**config.mk**
```make
export PLATFORM = sky130hd
export DESIGN_NAME = pattern_detector
export DESIGN_NICKNAME = d
export VERILOG_FILES = /design/src/rtl/pattern_detector.sv
export SDC_FILE = /design/constraint.sdc
export NUM_CORES = 1
export LEC_CHECK = 0
export ABC_AREA = 1
export CELL_PAD_IN_SITES_DETAIL_PLACEMENT = 1
export CELL_PAD_IN_SITES_GLOBAL_PLACEMENT = 2
export CORE_MARGIN = 5
export CORE_UTILIZATION = 34
export DETAILED_ROUTE_END_ITERATION = 16
export GPL_TIMING_DRIVEN = 0
export MAX_ROUTING_LAYER = met4
export PLACE_DENSITY_LB_ADDON = 0.1
export REMOVE_ABC_BUFFERS = 1
export SKIP_CTS_REPAIR_TIMING = 1
export SYNTH_ARGS = -nofsm -noshare
export SYNTH_HDL_FRONTEND = slang
export SYNTH_SLANG_ARGS = --single-unit
```
**constraint.sdc**
```tcl
create_clock -name clk -period 4.65 [get_ports clk]
set_input_delay 0.93 -clock clk [delete_from_list [all_inputs] [get_ports clk]]
set_output_delay 0.93 -clock clk [all_outputs]
set_load 0.01 [all_outputs]
```
**src/rtl/pattern_detector.sv**
```systemverilog
// Serial bit-pattern detector.
// A programmable pattern of up to MAX_LEN bits is matched against a stream of
// valid-qualified serial bits. Matches may overlap or not, are reported as a
// registered one-cycle pulse, and are tallied in a saturating counter.
module pattern_detector #(
  parameter int MAX_LEN = 8,
  parameter int CNT_W   = 8,
  localparam int LEN_W  = $clog2(MAX_LEN + 1)
) (
  input  logic               clk,
  input  logic               reset,
  input  logic               cfg_load,
  input  logic [MAX_LEN-1:0] cfg_pattern,
  input  logic [LEN_W-1:0]   cfg_len,
  input  logic               cfg_overlap,
  input  logic               din,
  input  logic               din_valid,
  input  logic               cnt_clr,
  output logic               match,
  output logic [CNT_W-1:0]   match_count,
  output logic               armed
);

  typedef enum logic [1:0] {
    IDLE  = 2'b00,
    FILL  = 2'b01,
    ARMED = 2'b10
  } state_t;

  localparam logic [LEN_W-1:0] MAX_LEN_L = LEN_W'(MAX_LEN);
  localparam logic [CNT_W-1:0] CNT_MAX   = {CNT_W{1'b1}};

  // Lengths above MAX_LEN are treated as MAX_LEN.
  function automatic logic [LEN_W-1:0] clamp_len(input logic [LEN_W-1:0] l);
    if (l > MAX_LEN_L) begin
      return MAX_LEN_L;
    end else begin
      return l;
    end
  endfunction

  // Mask with the low l bits set; selects the compared part of the history.
  function automatic logic [MAX_LEN-1:0] len_mask(input logic [LEN_W-1:0] l);
    logic [MAX_LEN-1:0] m;
    m = '0;
    for (int i = 0; i < MAX_LEN; i++) begin
      m[i] = (LEN_W'(i) < l);
    end
    return m;
  endfunction

  // Active configuration
  logic [MAX_LEN-1:0] pat_r;
  logic [LEN_W-1:0]   len_r;
  logic               ovl_r;

  // Stream state
  logic [MAX_LEN-1:0] hist_r;
  logic [LEN_W-1:0]   fill_r;
  state_t             state_r;
  state_t             state_s;

  // Output registers
  logic               match_r;
  logic [CNT_W-1:0]   count_r;

  // Combinational helpers
  logic               shift_s;
  logic [MAX_LEN-1:0] hist_shift_s;
  logic [LEN_W-1:0]   fill_inc_s;
  logic [MAX_LEN-1:0] mask_s;
  logic               hit_s;
  logic               restart_s;

  // A bit is accepted only when valid, not clobbered by a config load, and a
  // pattern is configured (IDLE ignores the stream entirely).
  always_comb begin
    shift_s      = din_valid && !cfg_load && (state_r != IDLE);
    hist_shift_s = {hist_r[MAX_LEN-2:0], din};
    mask_s       = len_mask(len_r);
    if (fill_r >= len_r) begin
      fill_inc_s = len_r;
    end else begin
      fill_inc_s = fill_r + LEN_W'(1);
    end
    hit_s     = shift_s && (fill_inc_s >= len_r) &&
                ((hist_shift_s & mask_s) == (pat_r & mask_s));
    restart_s = hit_s && !ovl_r;
  end

  // Next-state logic: config loads override everything, otherwise the fill
  // level drives FILL/ARMED and a non-overlapping match restarts filling.
  always_comb begin
    state_s = state_r;
    if (cfg_load) begin
      if (clamp_len(cfg_len) == LEN_W'(0)) begin
        state_s = IDLE;
      end else begin
        state_s = FILL;
      end
    end else begin
      case (state_r)
        IDLE: begin
          state_s = IDLE;
        end
        FILL: begin
          if (shift_s && (fill_inc_s == len_r) && !restart_s) begin
            state_s = ARMED;
          end else begin
            state_s = FILL;
          end
        end
        ARMED: begin
          if (restart_s) begin
            state_s = FILL;
          end else begin
            state_s = ARMED;
          end
        end
        default: begin
          state_s = IDLE;
        end
      endcase
    end
  end

  // FSM state register.
  always_ff @(posedge clk or posedge reset) begin
    if (reset) begin
      state_r <= IDLE;
    end else begin
      state_r <= state_s;
    end
  end

  // Configuration registers, written only on cfg_load.
  always_ff @(posedge clk or posedge reset) begin
    if (reset) begin
      pat_r <= '0;
      len_r <= '0;
      ovl_r <= 1'b0;
    end else if (cfg_load) begin
      pat_r <= cfg_pattern;
      len_r <= clamp_len(cfg_len);
      ovl_r <= cfg_overlap;
    end else begin
      pat_r <= pat_r;
      len_r <= len_r;
      ovl_r <= ovl_r;
    end
  end

  // History shift register and fill level; a load starts from scratch and a
  // non-overlapping match forces len fresh bits before the next match.
  always_ff @(posedge clk or posedge reset) begin
    if (reset) begin
      hist_r <= '0;
      fill_r <= '0;
    end else if (cfg_load) begin
      hist_r <= '0;
      fill_r <= '0;
    end else if (shift_s) begin
      hist_r <= hist_shift_s;
      if (restart_s) begin
        fill_r <= '0;
      end else begin
        fill_r <= fill_inc_s;
      end
    end else begin
      hist_r <= hist_r;
      fill_r <= fill_r;
    end
  end

  // Registered match pulse, one cycle after the completing bit.
  always_ff @(posedge clk or posedge reset) begin
    if (reset) begin
      match_r <= 1'b0;
    end else begin
      match_r <= hit_s;
    end
  end

  // Saturating match counter; a clear wins over a coincident increment.
  always_ff @(posedge clk or posedge reset) begin
    if (reset) begin
      count_r <= '0;
    end else if (cnt_clr) begin
      count_r <= '0;
    end else if (hit_s && (count_r != CNT_MAX)) begin
      count_r <= count_r + CNT_W'(1);
    end else begin
      count_r <= count_r;
    end
  end

  assign match       = match_r;
  assign match_count = count_r;
  assign armed       = (state_r == ARMED);

endmodule

```
==> run summary <==
crit path DAT - 3310 ps
sequential power share - 48.6%
Site Rows - 28
flops & latches, synth - 35
Crit path max-delay family - simple AND/OR/NAND/NOR gates
most frequent cell after synthesis - nand2_1
clock slew at reported path FFs - 70 ps
synth warn - 0
CTS Buffer Depth - 2
first-pass GRT wire length - 8780 µm
Hold WS - 498 ps
Yosys cell types - 29
Root Buffer - clkbuf_8
Final Instance Count excl. Fillers - 370
setup_tns - 0 ps
starting density of the core - 34.7%
Total Routed Length - 4980 µm
Max-cap violations - 0
post-DP HPWL - 3820 µm
CP max FO - 8
post-place setup slack - 1270 ps
largest net degree at the start of global routing - 36
flip-flop and latch area - 876 µm²
endpoint type of the worst setup path - flop
Seq/Total Area, Yosys - 42.9%
DR iter-0 viols - 46
Power Internal - 0.000485 W
leading area contributor after synthesis - dfrtp_1
pwr/cell area - 282 nW/µm²
TritonRoute pass-1 iters - 4
Fin Clk Skew - 6.46 ps
ANT nets after route - 0
largest family of logic cells by synthesized area - simple AND/OR/NAND/NOR gates
Critical Path Slowest Stage Cell - dfrtp_1
share of layout cells above drive strength 1 - 5.08%
FILL cells - 740
TritonCTS clock tree - built
synth-to-layout area growth - 21.0%
Leak - 1.23 nW
Clock Latency Late Sink - 280 ps
sw frac - 30.5%
post-synthesis mux area share - 0%
Net Switching - 0.000212 W
crit-path max cell delay - 460 ps
asr flop ratio synth - 100%
Layout Nets - 328
port bufs - 28
CP Depth - 16
H-tree levels - 2
cells after synthesis - 264
crit path cell chain - inv_1 > ha_1 > a21oi_1 > nand3_1 > o21ai_0 > inv_1 > ha_1 > nand2_1 > nor2_1 > nor2_1 > nand2_1 > nand2_1 > nor2_4 > nand3_1 > nand3_1 > nand2_1
final worst slack - 1520 ps
vias after detailed routing - 1,758
WL per Instance - 13.5 µm
Final Util - 41.9%
synthesized area - 2040 µm²
syn avg cell area - 7.73 µm²
Comb power frac - 22.0%
area of the multi-input gates - 1000 µm²
GPL Wtd Cong - 0.758
top cells by area, synth - dfrtp_1 (43%), nand2_1 (15%), ha_1 (8.0%), inv_1 (6.4%), nand3_1 (6.4%)
peak supply drop - 109 µV
part of the cycle the worst path needs - 67.3%
Max Clock Freq - 0.319 GHz
cells on worst reg2reg path - 16
Die Y - 87.5 µm
Tmin final - 3130 ps
CTS Sinks - 35
initial antenna violation count - 0
Final Max Tran Viols - 0
synth cell count leaders - nand2_1 (83), dfrtp_1 (35), inv_1 (35), nand3_1 (26), nor2_1 (19)
GRT overflow - 0
Critical Path RT - 4830 ps
ys flop type - dfrtp_1
most frequent CP cell - nand2_1
Synth Area in Simple Gates - 29.1%
placed cell count - 364
TritonCTS buffer count - 5
post-route DRC violation count - 0
die width - 87.5 µm
xor and xnor area share after synthesis - 3.00%
routed vias/inst - 4.75
core box area - 5890 µm²
worst relative slew slack - 49.1%
Setup CP Type - flop to flop
Clk pwr share - 29.4%
Startpoint Class - flop
Worst-Margin Slew - 762 ps
outcome - complete, no violations
Compound-Gate Fraction of Synth Area - 9.14%
Buf/Inv on CP - 2
RSZ-0062 raised after global routing - no
hold depth - 2
final hold viol count - 0
Post-Synth Adder-Cell Area - 7.97%
total track usage - 15.2%
Synth top area share - 42.9%
Top Ports - 29
number of global-route vias before repair - 1,871
die area - 7650 µm²
# diodes - 0
Hold Crit Class - flop to flop
final setup fails - 0
Post-synth EDFFs - 0
final timing paths:
path	from	end	slack (ps)
setup / recovery	len_r[3]	fill_r[3]	1520
hold / removal	pat_r[3]	pat_r[3]	500
setup reg to reg	len_r[3]	fill_r[3]	1520
hold reg to reg	pat_r[3]	pat_r[3]	500
max in group asynchronous	reset	len_r[1]	3070
min in group asynchronous	reset	match_count[0]	1100
registers in the layout, indices dropped and copies added (netlist names):
signal / cells
match_count: 8
ovl_r: 1
hist_r: 7
len_r: 4
match: 1
state_r: 2
fill_r: 4
pat_r: 8
cell type report:
| cell class | instances | area share, % |
|---|---|---|
| well taps | 75 | 3.80 |
| multi-input cells | 188 | 40.6 |
| repair buffers | 28 | 11.4 |
| flip-flops and latches | 35 | 35.5 |
| inverters | 38 | 5.78 |
| clock buffers | 6 | 2.94 |
worst reg2reg max path: cells and delay by family (launching register included):
family                     cells  cell delay, ps
and+or+nand+nor               10            1190
adders and majority gates      2             630
AOI/OAI and AO/OA              2             510
DFF                            1             460
buffers and inverters          2             230
logic make-up (layout without fill, tap and decap cells):
logic type                 after synthesis  in the layout
buffers and inverters                   41             72
xor gates and xnor gates                 7              7
adders and majority gates               13             13
AOI/OAI and AO/OA                       31             31
and+or+nand+nor                        137            137
DFF                                     35             35
per-stage QoR:
step           total power [W]  instance area [µm²]
2_1_floorplan         0.000440                 2020
3_3_place_gp          0.000499                 2400
3_5_place_dp          0.000501                 2400
4_1_cts               0.000712                 2470
5_1_grt               0.000747                 2470
6_report              0.000697                 2470
power groups by stage:
stage               Combinational [W]  Clock, W  Sequential (W)
floorplan                   0.0000988         0        0.000342
finish                       0.000154  0.000205        0.000339
global route                 0.000182  0.000223        0.000341
CTS                          0.000158  0.000216        0.000339
detailed placement           0.000156         0        0.000345
global placement             0.000154         0        0.000345
metal layers:
metal / track usage [%] / vias up / share of wire [%]
met4: 5.02 / 0 / 1.5
li1: - / 905 / -
met2: 23.4 / 28 / 45
met3: 3.31 / 7 / 3.4
met5: - / - / 0
met1: 20.0 / 818 / 50
layout by cell type (no fill, tap or decap), drive strengths merged, types with 2 or more instances in the layout:
cell,n
clkbuf,6
o21bai,2
ha,13
xnor2,3
nand2,84
nor2,21
inv,37
o22ai,6
a21oi,4
clkdlybuf4s50,28
nand3,28
nor3,2
dfrtp,35
o21ai,15
xor2,4
(Power assumes the default switching activity.)
